**src/rtl/unsigned_mul_8x8_pkg.sv**
```systemverilog
// Shared widths, FSM state type and array payload for the 8x8 approximate
// multiplier's half-adder reduction stage.
package unsigned_mul_8x8_pkg;

  localparam int unsigned HA_B_W     = 7;
  localparam int unsigned HA_T_W     = 9;
  localparam int unsigned HA_VAL_W   = 10;
  localparam int unsigned PROD_W     = 16;
  localparam int unsigned NUM_ARRAYS = 4;
  localparam int unsigned IDX_W      = 2;

  typedef enum logic [1:0] {
    ST_IDLE = 2'd0,
    ST_ACC  = 2'd1,
    ST_DONE = 2'd2
  } state_e;

  // One half-adder array: carry row b above sum row t.
  typedef struct packed {
    logic [HA_B_W-1:0] b;
    logic [HA_T_W-1:0] t;
  } ha_bundle_t;

endpackage

```
**src/rtl/unsigned_mul_8x8_ha_reduce_ha_array_value.sv**
```systemverilog
// Value of one half-adder array: sum row plus carry row weighted by 4.
module ha_array_value
  import unsigned_mul_8x8_pkg::*;
(
  input  logic [HA_B_W-1:0]   b,
  input  logic [HA_T_W-1:0]   t,
  output logic [HA_VAL_W-1:0] val_c
);

  assign val_c = HA_VAL_W'(t) + (HA_VAL_W'(b) << 2);

endmodule

```
**src/rtl/unsigned_mul_8x8_ha_reduce.sv**
```systemverilog
// Sequential reducer: accumulates the four weighted half-adder arrays, one
// per cycle, into a 16-bit product delivered over a valid/ready handshake.
module unsigned_mul_8x8_ha_reduce
  import unsigned_mul_8x8_pkg::HA_B_W;
  import unsigned_mul_8x8_pkg::HA_T_W;
  import unsigned_mul_8x8_pkg::HA_VAL_W;
  import unsigned_mul_8x8_pkg::PROD_W;
  import unsigned_mul_8x8_pkg::IDX_W;
  import unsigned_mul_8x8_pkg::state_e;
  import unsigned_mul_8x8_pkg::ST_IDLE;
  import unsigned_mul_8x8_pkg::ST_ACC;
  import unsigned_mul_8x8_pkg::ST_DONE;
  import unsigned_mul_8x8_pkg::ha_bundle_t;
#(
  parameter int unsigned NUM_ARRAYS = 4,
  parameter int unsigned TAG_W      = 4
) (
  input  logic              clk,
  input  logic              rst_n,
  input  logic              in_valid,
  output logic              in_ready,
  input  logic [TAG_W-1:0]  in_tag,
  input  logic [HA_B_W-1:0] ha_array_0_b,
  input  logic [HA_B_W-1:0] ha_array_1_b,
  input  logic [HA_B_W-1:0] ha_array_2_b,
  input  logic [HA_B_W-1:0] ha_array_3_b,
  input  logic [HA_T_W-1:0] ha_array_0_t,
  input  logic [HA_T_W-1:0] ha_array_1_t,
  input  logic [HA_T_W-1:0] ha_array_2_t,
  input  logic [HA_T_W-1:0] ha_array_3_t,
  output logic              out_valid,
  input  logic              out_ready,
  output logic [PROD_W-1:0] out_product,
  output logic [TAG_W-1:0]  out_tag
);

  localparam logic [IDX_W-1:0] LAST_IDX = IDX_W'(NUM_ARRAYS - 1);

  state_e               state_q, state_d;
  logic [PROD_W-1:0]    acc_q, acc_d;
  logic [IDX_W-1:0]     idx_q, idx_d;
  ha_bundle_t [3:0]     cap_q, cap_d;
  logic [TAG_W-1:0]     tag_q, tag_d;
  logic                 out_valid_q, out_valid_d;
  logic [PROD_W-1:0]    out_product_q, out_product_d;
  logic [TAG_W-1:0]     out_tag_q, out_tag_d;

  ha_bundle_t [3:0]     in_bus_c;
  ha_bundle_t           sel_c;
  logic [HA_VAL_W-1:0]  val_c;
  logic [PROD_W-1:0]    term_c;
  logic                 accept_c;

  assign in_bus_c[0] = {ha_array_0_b, ha_array_0_t};
  assign in_bus_c[1] = {ha_array_1_b, ha_array_1_t};
  assign in_bus_c[2] = {ha_array_2_b, ha_array_2_t};
  assign in_bus_c[3] = {ha_array_3_b, ha_array_3_t};

  // Only the array addressed by idx is weighted this cycle.
  assign sel_c = cap_q[idx_q];

  ha_array_value u_ha_array_value (
    .b     (sel_c.b),
    .t     (sel_c.t),
    .val_c (val_c)
  );

  assign term_c   = PROD_W'(val_c) << {idx_q, 1'b0};
  assign in_ready = (state_q == ST_IDLE) || ((state_q == ST_DONE) && out_ready);
  assign accept_c = in_valid && in_ready;

  // Next-state and datapath control.
  always_comb begin
    state_d       = state_q;
    acc_d         = acc_q;
    idx_d         = idx_q;
    cap_d         = cap_q;
    tag_d         = tag_q;
    out_valid_d   = out_valid_q;
    out_product_d = out_product_q;
    out_tag_d     = out_tag_q;

    if (accept_c) begin
      cap_d       = in_bus_c;
      tag_d       = in_tag;
      acc_d       = '0;
      idx_d       = '0;
      out_valid_d = 1'b0;
      state_d     = ST_ACC;
    end else begin
      case (state_q)
        ST_ACC: begin
          acc_d = acc_q + term_c;
          idx_d = idx_q + IDX_W'(1);
          if (idx_q == LAST_IDX) begin
            state_d       = ST_DONE;
            out_valid_d   = 1'b1;
            out_product_d = acc_q + term_c;
            out_tag_d     = tag_q;
          end
        end
        ST_DONE: begin
          if (out_ready) begin
            out_valid_d = 1'b0;
            state_d     = ST_IDLE;
          end
        end
        ST_IDLE: begin
          state_d = ST_IDLE;
        end
        default: begin
          state_d     = ST_IDLE;
          out_valid_d = 1'b0;
        end
      endcase
    end
  end

  always_ff @(posedge clk or negedge rst_n) begin
    if (!rst_n) begin
      state_q       <= ST_IDLE;
      acc_q         <= '0;
      idx_q         <= '0;
      cap_q         <= '0;
      tag_q         <= '0;
      out_valid_q   <= 1'b0;
      out_product_q <= '0;
      out_tag_q     <= '0;
    end else begin
      state_q       <= state_d;
      acc_q         <= acc_d;
      idx_q         <= idx_d;
      cap_q         <= cap_d;
      tag_q         <= tag_d;
      out_valid_q   <= out_valid_d;
      out_product_q <= out_product_d;
      out_tag_q     <= out_tag_d;
    end
  end

  assign out_valid   = out_valid_q;
  assign out_product = out_product_q;
  assign out_tag     = out_tag_q;

endmodule

```
**config.mk**
```make
export PLATFORM = sky130hd
export DESIGN_NAME = unsigned_mul_8x8_ha_reduce
export DESIGN_NICKNAME = d
export VERILOG_FILES = /design/src/rtl/unsigned_mul_8x8_pkg.sv /design/src/rtl/unsigned_mul_8x8_ha_reduce_ha_array_value.sv /design/src/rtl/unsigned_mul_8x8_ha_reduce.sv
export SDC_FILE = /design/constraint.sdc
export NUM_CORES = 1
export LEC_CHECK = 0
export CAP_MARGIN = 0
export CORE_MARGIN = 2
export CORE_UTILIZATION = 54
export DETAILED_ROUTE_END_ITERATION = 8
export PLACE_DENSITY_LB_ADDON = 0.2
export RECOVER_POWER = 100
export SYNTH_ARGS = -nofsm -noshare
export SYNTH_HDL_FRONTEND = slang
export SYNTH_SLANG_ARGS = --single-unit
```
**constraint.sdc**
```tcl
create_clock -name clk -period 5 [get_ports clk]
set_input_delay 0.75 -clock clk [delete_from_list [all_inputs] [get_ports clk]]
set_output_delay 0.75 -clock clk [all_outputs]
set_load 0.01 [all_outputs]
```
==> results.md, run 1 <==
- DRC violations left: 0
- Cells after Synth: approximately 470
- CTS buffer count: 9
- Final setup viols: 0
- Post-synthesis mux area share: between 20% and 30%
- Crit-path max cell delay: roughly 0.55 ns
- Hold-fix buffers, CTS: 0
- Pre-antenna DRT Iters: 4
- Slowest cell on crit path: mux4_2
- CTS sink cnt: about 110
- CTS tree: yes
- Core area: 0.0102 sq mm
- Die height: approximately 110 microns
- Max-capacitance violation count: 2
- Routed Antenna Nets: 0
- CP max FO: 9
- Clk root buf: clkbuf_8
- Max_slew headroom: -116%
- GRT overflow: 0
- FF+latch count, synth: between 100 and 150
- Die area: approximately 0.011 sq mm
- First-pass GRT wire length: 19,200 microns
- Register-to-Register Path Depth: 18
- Netlist cell types: 48
- Yosys top cell area share: between 40% and 50%
- Fmax: approximately 0.21 GHz
- Post-Synth Simple-Gate Area: under 10%
- Outcome: finished with violations
- Startpoint types: flip-flop
- Io pins: 94
- Vias: 3,861
- Post-synth top cells: 109 x dfrtp_1, 70 x mux2_1, 54 x nand2_1, 23 x ha_1
- Hpwl dp: about 8100 microns
- Post-synthesis async set-or-reset flop share: 100%
- Synth Net Count: about 570
- Post-Synth Adder-Cell Area: ~5.9%
- PortBufs: slightly above 90
- Drt total wl: 11,200 microns
- Synth Area in Compound Gates: between 10% and 20%
- Unrepaired setup endpoints after global routing: false
- Placer Congestion: 0.942
- Crit path DAT: roughly 5 ns
- Critical path class: reg2reg
- Synth top area cells: dfrtp_1 49%, mux2_1 14%, mux4_2 5.6%
- Drt wl/cell: around 16 microns
- Synthesized area per cell: roughly 12 sq um
- Std-Cell Rows: 37
- Largest net degree at the start of global routing: 86
- Fin Setup TNS: 0 ns
- Iteration-0 DRC Markers: roughly 120
- Clock tree buffer depth: 2
- Most used DFF post-synth: dfrtp_1
- Clock Skews: 0.0103 ns
- Clk_lat worst skew: 0.38 ns
- Hold path depth: 2
- Via/cell ratio: 5.49
- Worst EP required: between 5 and 6 ns
- Synth Area in XOR/XNOR: a little under 3%
- CTS H-tree lvls: 3
- Worst-margin pin slew: 3.25 ns
- Max Transition Viols Final: roughly 150
- Largest family of logic cells by synthesized area: multiplexers
- Minimum clock period: approximately 4.7 ns
- Gr usage total: 21.7%
- Area leader, netlist: dfrtp_1
- Worst hold-check path type: reg2reg
- Initial antenna violation count: 0
- Period utilization: a little over nine tenths
- Die Wd: between 100 and 150 microns
- Hold Fails Final Rpt: 0
- Post-synth EDFFs: 0
- Area grow syn2layout: 23.1%
- N_diodes: 0
- Vias in the first global route: roughly 3,900
- Count leader, synth: dfrtp_1
- Share of layout cells above drive strength 1: approximately a tenth
- Critical path capture point type: flip-flop
- Failing checks: capacitance limit, slew limit
- Fin nets: approximately 660
- Ys Warns: 0
- Initial Util: a little over half
- Critical-path cell list: buf_4 > mux4_2 > fa_1 > a21o_1 > a21oi_1 > o21bai_1 > a21oi_1 > xor2_1 > mux2_2 > o21ai_1 > ha_1 > nand2_1 > a21oi_2 > o21ai_2 > o41ai_1 > xnor2_1 > or3_1 > o21ai_1
- Post-Syn Area: approximately 0.0056 sq mm
- Sequential share of the synthesized area: 48.8%
- CTS clock-pin slew for the worst setup and hold paths: ~0.10 ns
==> per-layer routing <==
layer	global-route usage [%]	vias up	share of wire [%]
met2	34.9	88	48
met5	0	-	0
met1	29.4	1883	46
met3	5.19	14	4.8
met4	6.39	0	1.2
li1	-	1876	-
==> final timing paths <==
kind | start | to | slack [ns]
min in group asynchronous | rst_n | tag_q[0]$_DFFE_PN0P_ | 1.43
max reg2reg | idx_q[0]$_DFFE_PN0P_ | acc_q[15]$_DFFE_PN0P_ | 0.29
min reg2reg | out_product[2]$_DFFE_PN0P_ | out_product[2]$_DFFE_PN0P_ | 0.48
max in group asynchronous | rst_n | cap_q[28]$_DFFE_PN0P_ | 1.10
min | out_product[2]$_DFFE_PN0P_ | out_product[2]$_DFFE_PN0P_ | 0.48
max | idx_q[0]$_DFFE_PN0P_ | acc_q[15]$_DFFE_PN0P_ | 0.29
==> metrics by stage <==
step	cell area, sq um	utilization [%]	std cells	setup WS (ns)	hold WS, ns
5_1_grt	6870	67.5	703	0.0625	0.512
2_1_floorplan	5580	-	472	0.422	0.449
6_report	6870	67.5	703	0.287	0.482
4_1_cts	6830	67.1	696	0.203	0.464
3_3_place_gp	6610	64.9	680	0.352	0.463
3_5_place_dp	6610	64.9	680	0.218	0.470
==> logic make-up (layout without fill, tap and decap cells) <==
logic type	after synthesis	in the layout
AO/OA/AOI/OAI	98	98
XOR/XNOR	19	19
adder cells (fa/ha/maj)	25	25
buffers and inverters	33	128
flip-flops	109	109
multiplexers	94	94
AND/OR/NAND/NOR	94	94
==> sequential cells by signal, indices dropped and copies added (netlist names) <==
| register | cells |
|---|---|
| cap_q | 64 |
| acc_q | 16 |
| tag_q | 4 |
| state_q | 2 |
| out_tag | 4 |
| idx_q | 2 |
| out_valid | 1 |
| out_product | 16 |
==> worst max-delay path: cells and delay by family, from the launching register on <==
kind	cells	cell delay (ns)
simple gates	2	0.42
compound gates	9	1.45
buf+inv	1	0.16
xor+xnor	2	0.43
fa+ha+maj	2	0.90
flops	1	0.51
mux	2	0.76
==> final cells by class <==
class                      instances  area [sq um]
clock inverter                     6          95.1
fill                             774          3310
timing repair buffer             104          1000
clock buffer                      10           128
inverter                           8          30.0
tap                              136           170
multi-input combinational        330          2710
sequential                       109          2730
==> cells in the final DEF (no fill, tap or decap), types with 3 or more instances in the layout <==
cell / synthesis / final
clkdlybuf4s50_1: 0 / 69
nand3_1: 5 / 5
mux2_1: 70 / 70
a21o_1: 7 / 7
and2_1: 4 / 3
nand2_1: 54 / 54
mux2_2: 6 / 6
inv_1: 7 / 7
dfrtp_1: 109 / 108
nor2_1: 19 / 20
ha_1: 23 / 23
xor2_1: 12 / 12
mux4_2: 14 / 14
xnor2_1: 7 / 7
a31oi_1: 3 / 3
mux2i_1: 4 / 4
dlygate4sd3_1: 0 / 23
buf_4: 0 / 10
o21ai_0: 10 / 24
a21oi_1: 22 / 21
o22ai_1: 13 / 13
clkbuf_8: 0 / 9
o21bai_1: 3 / 3
nor2b_1: 3 / 3
o21ai_1: 22 / 8
nand2b_1: 4 / 4
==> repair_timing <==
action	4_1_cts	5_1_grt
resized for setup	0	2
setup endpoints to repair	0	6
buffers inserted	0	7
Power of run 1 is left out: the tool's default activity adds up to more than one toggle a clock period on the data nets, which glitch-free logic cannot reach.
==> inputs of run 2 (changes only) <==
--- a/config.mk
+++ b/config.mk
@@ -6,7 +6,6 @@
 export NUM_CORES = 1
 export LEC_CHECK = 0
 export CAP_MARGIN = 0
-export CORE_MARGIN = 2
 export CORE_UTILIZATION = 54
 export DETAILED_ROUTE_END_ITERATION = 8
 export PLACE_DENSITY_LB_ADDON = 0.2
==> run 2 against run 1 <==
  * The run still ends with capacitance limit, slew limit left
  * Flip-flop and latch count stayed put
  * Sequential share of layout area is 0.28 points higher
  * Critical path depth unchanged
  * Register-to-register slack improved by 0.02 ns
  * Wire length up 2.3%
  * Clock-buffer cell count stayed put
  * Worst setup slack improved by 0.024 ns
  * Highest routed layer unchanged
==> results.md, run 2 (synthesized netlist as in run 1, its figures left out) <==
- Outcome: finished with violations
- Failing checks: capacitance limit, slew limit
- Initial antenna violation count: 0
- Crit-path max cell delay: ~0.52 ns
- Via/cell ratio: roughly 5.5
- Io pins: 94
- Most frequent cells in the layout: 108 x dfrtp_1, 70 x mux2_1, 69 x clkdlybuf4s50_1, 54 x nand2_1, 24 x o21ai_0
- Max reg flops: 64
- Worst path top cell family by delay: compound AO/OA/AOI/OAI gates
- Share of layout cells above drive strength 1: a little under a tenth
- Fmax: approximately 0.21 GHz
- Gr usage total: 22.9%
- Fin nets: around 660
- Worst-margin pin slew: approximately 3.7 ns
- PortBufs: 93
- Commonest non-fill, non-tap cell in the layout: dfrtp_1
- Period utilization: between 90 and 100%
- Drt wl/cell: about 16 microns
- Critical-path cell list: mux4_2 > ha_1 > fa_1 > a21o_1 > a21oi_1 > o21bai_1 > a21oi_1 > xor2_1 > mux2_2 > o21ai_1 > ha_1 > a21oi_1 > o21bai_1 > a2bb2oi_1 > o41ai_2 > xnor2_1 > xor2_1 > o21ai_0
- Top Usage Layer GRT: met2
- Critical path capture point type: flip-flop
- Std-Cell Rows: 36
- Initial Util: between 50% and 60%
- CTS sink cnt: between 100 and 150
- Max_slew headroom: -147%
- Area grow syn2layout: 22.2%
- Final instance area: 0.00682 sq mm
- Clk_lat worst skew: approximately 0.39 ns
- Placer Congestion: about 0.90
- N_diodes: 0
- Global routing met2 resource utilization: a little under two fifths
- Routed Antenna Nets: 0
- Die area: ~0.011 sq mm
- Vias: between 3,000 and 4,000
- Multi-input logic area: 0.00271 sq mm
- Final setup viols: 0
- Register area: about 0.0027 sq mm
- Hold-fix buffers, CTS: 0
- First-pass GRT wire length: slightly below 20,000 microns
- Critical path class: reg2reg
- Die Wd: 104 microns
- Grt met1 use: 29.5%
- Vias in the first global route: approximately 4,000
- Hold Fails Final Rpt: 0
- Die height: between 100 and 150 microns
- Drt total wl: roughly 11,000 microns
- CTS tree: yes
- Max Transition Viols Final: roughly 160
- Core area: a little under 0.01 sq mm
- GR Layer Usage met3: around 7%
- Clk root buf: clkbuf_8
- CTS buffer count: 9
- Unrepaired setup endpoints after global routing: false
- Startpoint types: flip-flop
- Number of fill cells: approximately 750
- Largest register by flop count: cap_q
- Fin Setup TNS: 0 ns
- Largest net degree at the start of global routing: 86
- GRT overflow: 0
- CTS H-tree lvls: 3
- Max-capacitance violation count: 2
- Hpwl dp: roughly 8400 microns
- CP max FO: 7
- Crit path DAT: 4.95 ns
- Placed cell area: about 0.0066 sq mm
- Minimum clock period: 4.69 ns
- Worst EP required: ~5.3 ns
- CP Buf/Inv Count: 0
- DRC violations left: 0
- Slowest cell on crit path: mux4_2
- Iteration-0 DRC Markers: 172
- Clock Skews: between 0.015 and 0.02 ns
- Clock tree buffer depth: 2
- Worst hold-check path type: reg2reg
- Crit path top cell by count: a21oi_1
- CTS clock-pin slew for the worst setup and hold paths: roughly 0.10 ns
- Pre-antenna DRT Iters: 4
==> run 2: cell types whose count changed in the layout (fill, tap and decap cells not counted), sizes merged <==
cell,change
bufinv,-1
buf,-1
clkinvlp,+1
clkinv,-1
==> run 2: path summary, 6_finish.rpt <==
check | start | end | slack [ns] | cells after the start
setup / recovery | idx_q[0]$_DFFE_PN0P_ | out_product[15]$_DFFE_PN0P_ | 0.31 | 18
hold / removal | out_product[7]$_DFFE_PN0P_ | out_product[7]$_DFFE_PN0P_ | 0.48 | 2
setup reg to reg | idx_q[0]$_DFFE_PN0P_ | out_product[15]$_DFFE_PN0P_ | 0.31 | 18
hold reg to reg | out_product[7]$_DFFE_PN0P_ | out_product[7]$_DFFE_PN0P_ | 0.48 | 2
max in group asynchronous | rst_n | acc_q[1]$_DFFE_PN0P_ | 1.30 | 1
min in group asynchronous | rst_n | cap_q[48]$_DFFE_PN0P_ | 1.62 | 1
==> run 2: metal layers <==
layer  routed length, microns  up-vias
li1                         -     1870
met1                     5050     1901
met2                     5630       85
met3                      531       17
met4                      225        0
met5                        0        -
==> run 2: tightest hold or removal path, cell delays in order, from the launching register on <==
cell	delay, ns
dfrtp_1	0.35
nand2_1	0.04
o21ai_0	0.06
==> run 2: final cells by class <==
| class | count | area share (%) |
|---|---|---|
| multi-input combinational | 330 | 39.8 |
| clock inverter | 5 | 0.880 |
| clock buffer | 10 | 1.87 |
| timing repair buffer | 103 | 14.6 |
| inverter | 8 | 0.440 |
| tap | 133 | 2.44 |
| sequential | 109 | 40.0 |
==> run 2: repair_timing <==
action / CTS / global route
setup endpoints to repair: 0 / 2
buffers inserted: 0 / 4
resized for setup: 0 / 1
==> run 2: stage by stage <==
stage	hold WS, ns	util, %	setup slack [ns]	std cells
after floorplan	0.449	-	0.422	472
after global placement	0.463	66.8	0.373	679
after detailed placement	0.469	66.8	0.251	679
after CTS	0.491	68.7	0.190	694
after global routing	0.511	68.9	0.0350	698
final	0.481	68.9	0.311	698
Power of run 2 is left out for the same reason.
